==> src/rtl/lsu_pkg.sv <==
// Shared types and constants for the LSU port arbiter: LSU op encodings,
// the output-peripheral address window and the registered request record.
package lsu_pkg;

    // ld_op[2:0] access size, ld_op[3] sign-extends loads
    localparam logic [2:0] OP_B          = 3'b001;
    localparam logic [2:0] OP_H          = 3'b011;
    localparam logic [2:0] OP_W          = 3'b111;
    localparam int         OP_SIGNED_BIT = 3;

    // Output peripherals latch on any access, load or store
    localparam logic [31:0] PERIPH_LO_ADDR = 32'h0000_0800;
    localparam logic [31:0] PERIPH_HI_ADDR = 32'h0000_08A0;
    localparam logic [31:0] PERIPH_X_ADDR  = 32'h0000_0900;

    typedef enum logic {
        PORT_M0 = 1'b0,
        PORT_M1 = 1'b1
    } port_e;

    typedef struct packed {
        logic [31:0] addr;
        logic        we;
        logic [3:0]  op;
        logic [31:0] wdata;
    } lsu_req_t;

    function automatic logic is_periph(input logic [31:0] addr);
        return ((addr >= PERIPH_LO_ADDR) && (addr <= PERIPH_HI_ADDR)) ||
               (addr == PERIPH_X_ADDR);
    endfunction

endpackage

==> src/rtl/lsu_port_arbiter_if.sv <==
// One requester's view of the arbitrated LSU port: request, lock,
// grant handshake and load response.
interface lsu_port_arbiter_if;
    logic        req;
    logic [31:0] addr;
    logic        we;
    logic [3:0]  op;
    logic [31:0] wdata;
    logic        lock;
    logic        gnt;
    logic        rvalid;
    logic [31:0] rdata;

    modport master (
        output req, addr, we, op, wdata, lock,
        input  gnt, rvalid, rdata
    );

    modport slave (
        input  req, addr, we, op, wdata, lock,
        output gnt, rvalid, rdata
    );
endinterface

==> src/rtl/lsu_rr_arb2.sv <==
// Two-way round-robin arbiter with a lock that lets the current winner keep
// the port for back-to-back accesses. Grants are combinational; the
// round-robin pointer and lock owner are the only state.
module lsu_rr_arb2
    import lsu_pkg::*;
#(
    parameter logic RR_INIT = 1'b0
) (
    input  logic       clk_i,
    input  logic       rst_ni,
    input  logic [1:0] req_i,
    input  logic [1:0] lock_i,
    output logic [1:0] gnt_o,
    output port_e      owner_o
);

    port_e rr_q, rr_d;
    logic  lock_vld_q, lock_vld_d;
    port_e lock_own_q, lock_own_d;

    logic       hold;
    port_e      win;
    logic [1:0] gnt;

    // Pick the winner and compute next pointer / lock ownership
    always_comb begin
        hold       = lock_vld_q && lock_i[lock_own_q];
        gnt        = 2'b00;
        win        = rr_q;
        rr_d       = rr_q;
        lock_vld_d = 1'b0;
        lock_own_d = lock_own_q;
        if (hold) begin
            // Owner keeps the port; pointer frozen while the lock is held
            lock_vld_d    = 1'b1;
            win           = lock_own_q;
            gnt[win]      = req_i[win];
        end else begin
            // Ownership (if any) lapses this cycle; arbitrate normally
            case (req_i)
                2'b01:   win = PORT_M0;
                2'b10:   win = PORT_M1;
                default: win = rr_q;
            endcase
            if (|req_i) begin
                gnt[win] = 1'b1;
                rr_d     = (win == PORT_M0) ? PORT_M1 : PORT_M0;
                if (lock_i[win]) begin
                    lock_vld_d = 1'b1;
                    lock_own_d = win;
                end
            end
        end
    end

    assign gnt_o   = gnt;
    assign owner_o = win;

    // Pointer and lock-owner state
    always_ff @(posedge clk_i or negedge rst_ni) begin
        if (!rst_ni) begin
            rr_q       <= port_e'(RR_INIT);
            lock_vld_q <= 1'b0;
            lock_own_q <= PORT_M0;
        end else begin
            rr_q       <= rr_d;
            lock_vld_q <= lock_vld_d;
            lock_own_q <= lock_own_d;
        end
    end

endmodule

==> src/rtl/lsu_port_arbiter.sv <==
// Shares the single LSU data port between the core MEM stage (m0) and the
// debug/boot loader (m1). A granted request is registered into an issue slot
// that drives the LSU for exactly one cycle; load data is registered and
// returned one cycle later. Loads loop the read data back onto st_data so
// that output peripherals, which latch on any access, rewrite their own value.
module lsu_port_arbiter
    import lsu_pkg::*;
#(
    parameter logic [31:0] IDLE_ADDR = 32'h0000_0000,
    parameter logic        RR_INIT   = 1'b0
) (
    input  logic                 clk_i,
    input  logic                 rst_ni,
    lsu_port_arbiter_if.slave    m0,
    lsu_port_arbiter_if.slave    m1,
    output logic [31:0]          lsu_addr_o,
    output logic [3:0]           lsu_ld_op_o,
    output logic [31:0]          lsu_st_data_o,
    output logic                 lsu_st_en_o,
    input  logic [31:0]          lsu_ld_data_i
);

    logic [1:0] req_vec;
    logic [1:0] lock_vec;
    logic [1:0] gnt_vec;
    port_e      win;
    lsu_req_t   req_in [2];

    assign req_vec  = {m1.req,  m0.req};
    assign lock_vec = {m1.lock, m0.lock};

    assign req_in[0].addr  = m0.addr;
    assign req_in[0].we    = m0.we;
    assign req_in[0].op    = m0.op;
    assign req_in[0].wdata = m0.wdata;
    assign req_in[1].addr  = m1.addr;
    assign req_in[1].we    = m1.we;
    assign req_in[1].op    = m1.op;
    assign req_in[1].wdata = m1.wdata;

    lsu_rr_arb2 #(
        .RR_INIT (RR_INIT)
    ) u_arb (
        .clk_i   (clk_i),
        .rst_ni  (rst_ni),
        .req_i   (req_vec),
        .lock_i  (lock_vec),
        .gnt_o   (gnt_vec),
        .owner_o (win)
    );

    // Issue slot: one access in flight, drained every cycle
    logic     slot_vld_q, slot_vld_d;
    lsu_req_t slot_req_q, slot_req_d;
    port_e    slot_own_q, slot_own_d;

    // Capture the winner's request; hold the payload when nothing is granted
    always_comb begin
        slot_vld_d = |gnt_vec;
        slot_req_d = slot_req_q;
        slot_own_d = slot_own_q;
        if (|gnt_vec) begin
            slot_req_d = req_in[win];
            slot_own_d = win;
        end
    end

    // Issue slot registers
    always_ff @(posedge clk_i or negedge rst_ni) begin
        if (!rst_ni) begin
            slot_vld_q <= 1'b0;
            slot_req_q <= '0;
            slot_own_q <= PORT_M0;
        end else begin
            slot_vld_q <= slot_vld_d;
            slot_req_q <= slot_req_d;
            slot_own_q <= slot_own_d;
        end
    end

    // Drive the LSU from the slot; an empty slot parks on a benign address
    always_comb begin
        lsu_addr_o    = IDLE_ADDR;
        lsu_ld_op_o   = 4'h0;
        lsu_st_en_o   = 1'b0;
        lsu_st_data_o = 32'h0;
        if (slot_vld_q) begin
            lsu_addr_o    = slot_req_q.addr;
            lsu_ld_op_o   = slot_req_q.op;
            lsu_st_en_o   = slot_req_q.we;
            lsu_st_data_o = slot_req_q.we ? slot_req_q.wdata : lsu_ld_data_i;
        end
    end

    // Per-port load response registers
    logic [1:0]  rsp_vld;
    logic [31:0] rsp_data [2];

    for (genvar gi = 0; gi < 2; gi++) begin : g_rsp
        logic        rvalid_q, rvalid_d;
        logic [31:0] rdata_q, rdata_d;
        port_e       my_port;

        assign my_port = (gi == 0) ? PORT_M0 : PORT_M1;

        // Pulse rvalid for the slot owner's load; rdata holds between loads
        always_comb begin
            rvalid_d = slot_vld_q && !slot_req_q.we && (slot_own_q == my_port);
            rdata_d  = rvalid_d ? lsu_ld_data_i : rdata_q;
        end

        // Response registers
        always_ff @(posedge clk_i or negedge rst_ni) begin
            if (!rst_ni) begin
                rvalid_q <= 1'b0;
                rdata_q  <= 32'h0;
            end else begin
                rvalid_q <= rvalid_d;
                rdata_q  <= rdata_d;
            end
        end

        assign rsp_vld[gi]  = rvalid_q;
        assign rsp_data[gi] = rdata_q;
    end

    assign m0.gnt    = gnt_vec[0];
    assign m0.rvalid = rsp_vld[0];
    assign m0.rdata  = rsp_data[0];
    assign m1.gnt    = gnt_vec[1];
    assign m1.rvalid = rsp_vld[1];
    assign m1.rdata  = rsp_data[1];

endmodule

==> src/flat_wrapper.sv <==
// flat-port wrapper written by rule: the top's interface ports become plain ports
module lsu_port_arbiter_flat import lsu_pkg::*;
#(
    parameter logic [31:0] IDLE_ADDR = 32'h0000_0000,
    parameter logic        RR_INIT   = 1'b0
)
  (clk_i, rst_ni, lsu_addr_o, lsu_ld_op_o, lsu_st_data_o, lsu_st_en_o, lsu_ld_data_i, m0_req, m0_addr, m0_we, m0_op, m0_wdata, m0_lock, m0_gnt, m0_rvalid, m0_rdata, m1_req, m1_addr, m1_we, m1_op, m1_wdata, m1_lock, m1_gnt, m1_rvalid, m1_rdata);
  lsu_port_arbiter_if m0_i ();
  lsu_port_arbiter_if m1_i ();
  input  logic clk_i;
  input  logic rst_ni;
  output logic [31:0] lsu_addr_o;
  output logic [3:0] lsu_ld_op_o;
  output logic [31:0] lsu_st_data_o;
  output logic lsu_st_en_o;
  input  logic [31:0] lsu_ld_data_i;
  input wire logic [$bits(m0_i.req)-1:0] m0_req;
  input wire logic [$bits(m0_i.addr)-1:0] m0_addr;
  input wire logic [$bits(m0_i.we)-1:0] m0_we;
  input wire logic [$bits(m0_i.op)-1:0] m0_op;
  input wire logic [$bits(m0_i.wdata)-1:0] m0_wdata;
  input wire logic [$bits(m0_i.lock)-1:0] m0_lock;
  output wire logic [$bits(m0_i.gnt)-1:0] m0_gnt;
  output wire logic [$bits(m0_i.rvalid)-1:0] m0_rvalid;
  output wire logic [$bits(m0_i.rdata)-1:0] m0_rdata;
  input wire logic [$bits(m1_i.req)-1:0] m1_req;
  input wire logic [$bits(m1_i.addr)-1:0] m1_addr;
  input wire logic [$bits(m1_i.we)-1:0] m1_we;
  input wire logic [$bits(m1_i.op)-1:0] m1_op;
  input wire logic [$bits(m1_i.wdata)-1:0] m1_wdata;
  input wire logic [$bits(m1_i.lock)-1:0] m1_lock;
  output wire logic [$bits(m1_i.gnt)-1:0] m1_gnt;
  output wire logic [$bits(m1_i.rvalid)-1:0] m1_rvalid;
  output wire logic [$bits(m1_i.rdata)-1:0] m1_rdata;
  assign m0_i.req = m0_req;
  assign m0_i.addr = m0_addr;
  assign m0_i.we = m0_we;
  assign m0_i.op = m0_op;
  assign m0_i.wdata = m0_wdata;
  assign m0_i.lock = m0_lock;
  assign m0_gnt = m0_i.gnt;
  assign m0_rvalid = m0_i.rvalid;
  assign m0_rdata = m0_i.rdata;
  assign m1_i.req = m1_req;
  assign m1_i.addr = m1_addr;
  assign m1_i.we = m1_we;
  assign m1_i.op = m1_op;
  assign m1_i.wdata = m1_wdata;
  assign m1_i.lock = m1_lock;
  assign m1_gnt = m1_i.gnt;
  assign m1_rvalid = m1_i.rvalid;
  assign m1_rdata = m1_i.rdata;
  lsu_port_arbiter #(.IDLE_ADDR(IDLE_ADDR), .RR_INIT(RR_INIT)) u_core (.clk_i(clk_i), .rst_ni(rst_ni), .m0(m0_i), .m1(m1_i), .lsu_addr_o(lsu_addr_o), .lsu_ld_op_o(lsu_ld_op_o), .lsu_st_data_o(lsu_st_data_o), .lsu_st_en_o(lsu_st_en_o), .lsu_ld_data_i(lsu_ld_data_i));
endmodule
==> config.mk <==
export PLATFORM = sky130hd
export DESIGN_NAME = lsu_port_arbiter_flat
export DESIGN_NICKNAME = d
export VERILOG_FILES = /design/src/rtl/lsu_pkg.sv /design/src/rtl/lsu_port_arbiter_if.sv /design/src/rtl/lsu_rr_arb2.sv /design/src/rtl/lsu_port_arbiter.sv /design/src/flat_wrapper.sv
export SDC_FILE = /design/constraint.sdc
export NUM_CORES = 1
export LEC_CHECK = 0
export ABC_CLOCK_PERIOD_IN_PS = 2350
export BUFFER_PORTS_ARGS = -buffer_cell sky130_fd_sc_hd__buf_2
export CAP_MARGIN = 20
export CORE_ASPECT_RATIO = 0.7
export CORE_MARGIN = 1.5
export CORE_UTILIZATION = 28
export CTS_CLUSTER_DIAMETER = 80
export DETAILED_ROUTE_END_ITERATION = 8
export PLACE_DENSITY = 0.49
export REMOVE_ABC_BUFFERS = 1
export SETUP_SLACK_MARGIN = 0.05
export SKIP_CTS_REPAIR_TIMING = 1
export SYNTH_ARGS = -nofsm -noshare
export SYNTH_HDL_FRONTEND = slang
export SYNTH_HIERARCHICAL = 1
export SYNTH_SLANG_ARGS = --single-unit
==> constraint.sdc <==
create_clock -name clk_i -period 2.35 [get_ports clk_i]
set_clock_uncertainty 0.2 [all_clocks]
set_input_delay 0.1175 -clock clk_i [delete_from_list [all_inputs] [get_ports clk_i]]
set_output_delay 0.1175 -clock clk_i [all_outputs]
set_load 0.005 [all_outputs]
==> impl_results.md <==
- Setup TNS: 0 ps
- HP Class: input port to async pin
- Clk Latency, worst-skew pair: 420 ps
- # diodes: 0
- Mean area per synthesized cell: 11.6 um^2
- WL/cell: 17.5 um
- Async set-reset flop share out of synthesis: 100%
- Sw power: 5.20 mW
- Internal: 8.77 mW
- Startpoint Class: flop
- LEAKAGE: 5.42 nW
- Vias in the first global route: 5,896
- Std-Cell Rows: 47
- Tcrit/Tclk final: 93.6%
- Max Root-Sink Buffers: 2
- Initial antenna violation count: 0
- Post-synth EDFFs: 0
- Largest net degree at the start of global routing: 56
- Logic gate share of total power: 50.2%
- Die area: 25,600 um^2
- R2r endpoint: u_core/slot_req_q[50]$_DFFE_PN0P_
- Metal-1 WL: 11.8 mm
- Crit path max fanout: 24
- # fillers: 2,196
- CTS root buf: clkbuf_16
- Final ANT Viol Nets: 0
- Register area: 3510 um^2
- Setup WS post-layout: 151 ps
- Final Hold Fails: 0
- Req. time, crit path: 2030 ps
- Non-filler cells, final: 1,408
- Max H-tree Level: 4
- Fmax: 455 MHz
- Multi-input logic area: 3150 um^2
- Die height: 134 um
- Hold slack: 31.5 ps
- Nets@finish: 1,256
- Core box area: 23,900 um^2
- Dpl ws: 112 ps
- Clock share of power: 18.6%
- IO buf count: 312
- TritonRoute pass-1 iters: 4
- Vias: 6,384
- WS Path Type: flop to output pin
- Slew headroom: 65.7%
- WP data arrival: 1880 ps
- Dpl cell area: 8900 um^2
- Gate count of the mapped netlist: 595
- CTS tree: built
- Final Cell Area: 11,300 um^2
- Reg2Reg Setup Slack: 180 ps
- Outcome: completed
- Switch share: 37.2%
- Post-Route Utilization: 47.3%
- Tmin final: 2200 ps
- Post-synthesis cell type count: 30
- Clock slew at reported path FFs: 60 ps
- Num CTS Buffers: 17
- Final Setup Violations: 0
- Cell count after placement: 1,195
- Peak VDD IR: 617 uV
- Design Power: 14.0 mW
- #FFs+latches synth: 140
- Max-slew violation count: 0
- Chip Width: 191 um
- Share of cells above drive strength 1: 40.4%
- Post-DR vias/cell: 4.53
- RSZ-0062 raised after global routing: no
- # DRC: 0
- Worst setup EP type: output pin
- Post-synthesis sequential area ratio: 50.8%
- First-pass GRT wire length: 33.8 mm
- Syn Std Cell Area: 6900 um^2
- Pwr/cell area: 1230 nW/um^2
- GPL Wtd Cong: 0.766
- Final HPWL DP: 15.3 mm
- I/O pin total: 313
- Met3 wire length: 1.84 mm
- Area growth syn-to-layout: 64.3%
- Max cap viols: 0
- Top layer reached by signal wires: met4
- Worst-case reg-to-reg path depth: 6
- Worst Tran Pin Value: 514 ps
- FF-to-FF Start: u_core/u_arb/lock_own_q$_DFFE_PN0P_
- # clock sinks: 140
- Gr ovfl total: 0
- Total track usage: 17.3%
- DRT iter0 DRCs: 205
- Initial Util: 28.8%
- Total Wirelength: 24.7 mm
- Reg power frac: 31.2%
- Ys flop type: dfrtp_1
- Synth Warn #: 6
- WL met2: 10.9 mm
registers in the layout (all words and copies together), names as in the netlist:
signal	cells
u_core/slot_req_q	69
u_core/m0.rdata	32
u_core/m1.rdata	32
u_core/m0.rvalid	1
u_core/m1.rvalid	1
u_core/slot_own_q	1
u_core/slot_vld_q	1
u_core/u_arb/lock_own_q	1
u_core/u_arb/lock_vld_q	1
u_core/u_arb/rr_q	1
how the worst max path moves through the flow:
stage          slack (ps)  cells after the start                           startpoint                                end
2_1_floorplan       -1470                      6                               m0_req      u_core/slot_own_q$_DFFE_PN0P_
3_3_place_gp          150                      8                               m1_req  u_core/slot_req_q[52]$_DFFE_PN0P_
3_5_place_dp          110                      8                               m0_req  u_core/slot_req_q[56]$_DFFE_PN0P_
4_1_cts               -50                      5  u_core/u_arb/lock_own_q$_DFFE_PN0P_                             m0_gnt
5_1_grt                60                      5  u_core/u_arb/lock_own_q$_DFFE_PN0P_                             m1_gnt
6_report              150                      5  u_core/u_arb/lock_own_q$_DFFE_PN0P_                             m1_gnt
cell usage in the layout, fill, tap and decap left out, types with 2 or more instances in the layout:
| master | n |
|---|---|
| clkbuf_8 | 3 |
| buf_2 | 311 |
| nand2_1 | 3 |
| mux2_1 | 8 |
| buf_12 | 10 |
| clkinv_4 | 3 |
| and2_1 | 37 |
| buf_4 | 14 |
| nor2_1 | 2 |
| clkinv_2 | 6 |
| clkbuf_16 | 20 |
| nor3_1 | 69 |
| ha_1 | 3 |
| mux2_2 | 59 |
| mux2_4 | 2 |
| mux2i_1 | 103 |
| inv_1 | 5 |
| dlygate4sd3_1 | 174 |
| dfrtp_2 | 2 |
| a21oi_1 | 69 |
| dfrtp_1 | 138 |
| nor2b_1 | 32 |
layout make-up:
type | count | share of cell area (%)
repair buffers | 513 | 32.6
flip-flops and latches | 140 | 30.9
multi-input cells | 400 | 27.8
clock buffers | 21 | 4.15
well taps | 318 | 3.51
clock inverters | 11 | 0.828
inverters | 5 | 0.166
critical path, stage by stage, from the launching register on:
cell	delay (ps)
dfrtp_1	400
mux2_4	320
a21oi_4	190
a22o_4	200
buf_12	190
buf_2	150
power groups by stage:
stage / Clock [mW] / Sequential, mW / Combinational, mW
2_1_floorplan: 0 / 4.43 / 3.58
3_3_place_gp: 0 / 4.37 / 6.57
3_5_place_dp: 0 / 4.39 / 6.61
4_1_cts: 2.69 / 4.36 / 6.63
5_1_grt: 2.79 / 4.53 / 7.67
6_report: 2.59 / 4.36 / 7.02
cells in the mapped netlist (all sizes together), types with 2 or more instances:
library cell / number / area share (%)
ha: 3 / 0.54
nor2: 2 / 0.11
nor3: 69 / 5.0
nor2b: 32 / 2.9
mux2i: 103 / 15
mux2: 69 / 11
buf: 29 / 2.4
a21oi: 70 / 5.2
nand2: 3 / 0.16
and2: 37 / 3.4
dfrtp: 140 / 51
clkbuf: 21 / 1.1
inv: 5 / 0.27
logic make-up after synthesis:
kind of cell | Yosys count | share of synthesized area [%]
simple gates | 149 | 12.5
flops | 140 | 50.8
fa+ha+maj | 3 | 0.544
compound gates | 76 | 5.97
mux | 172 | 26.3
buf+inv | 55 | 3.86
routing by layer:
| layer | global-route usage (%) | up-vias |
|---|---|---|
| li1 | - | 3064 |
| met5 | 0 | - |
| met2 | 25.5 | 239 |
| met4 | 4.29 | 0 |
| met1 | 23.9 | 3063 |
| met3 | 6.17 | 18 |
No activity file was read; power rests on OpenSTA's default activity.
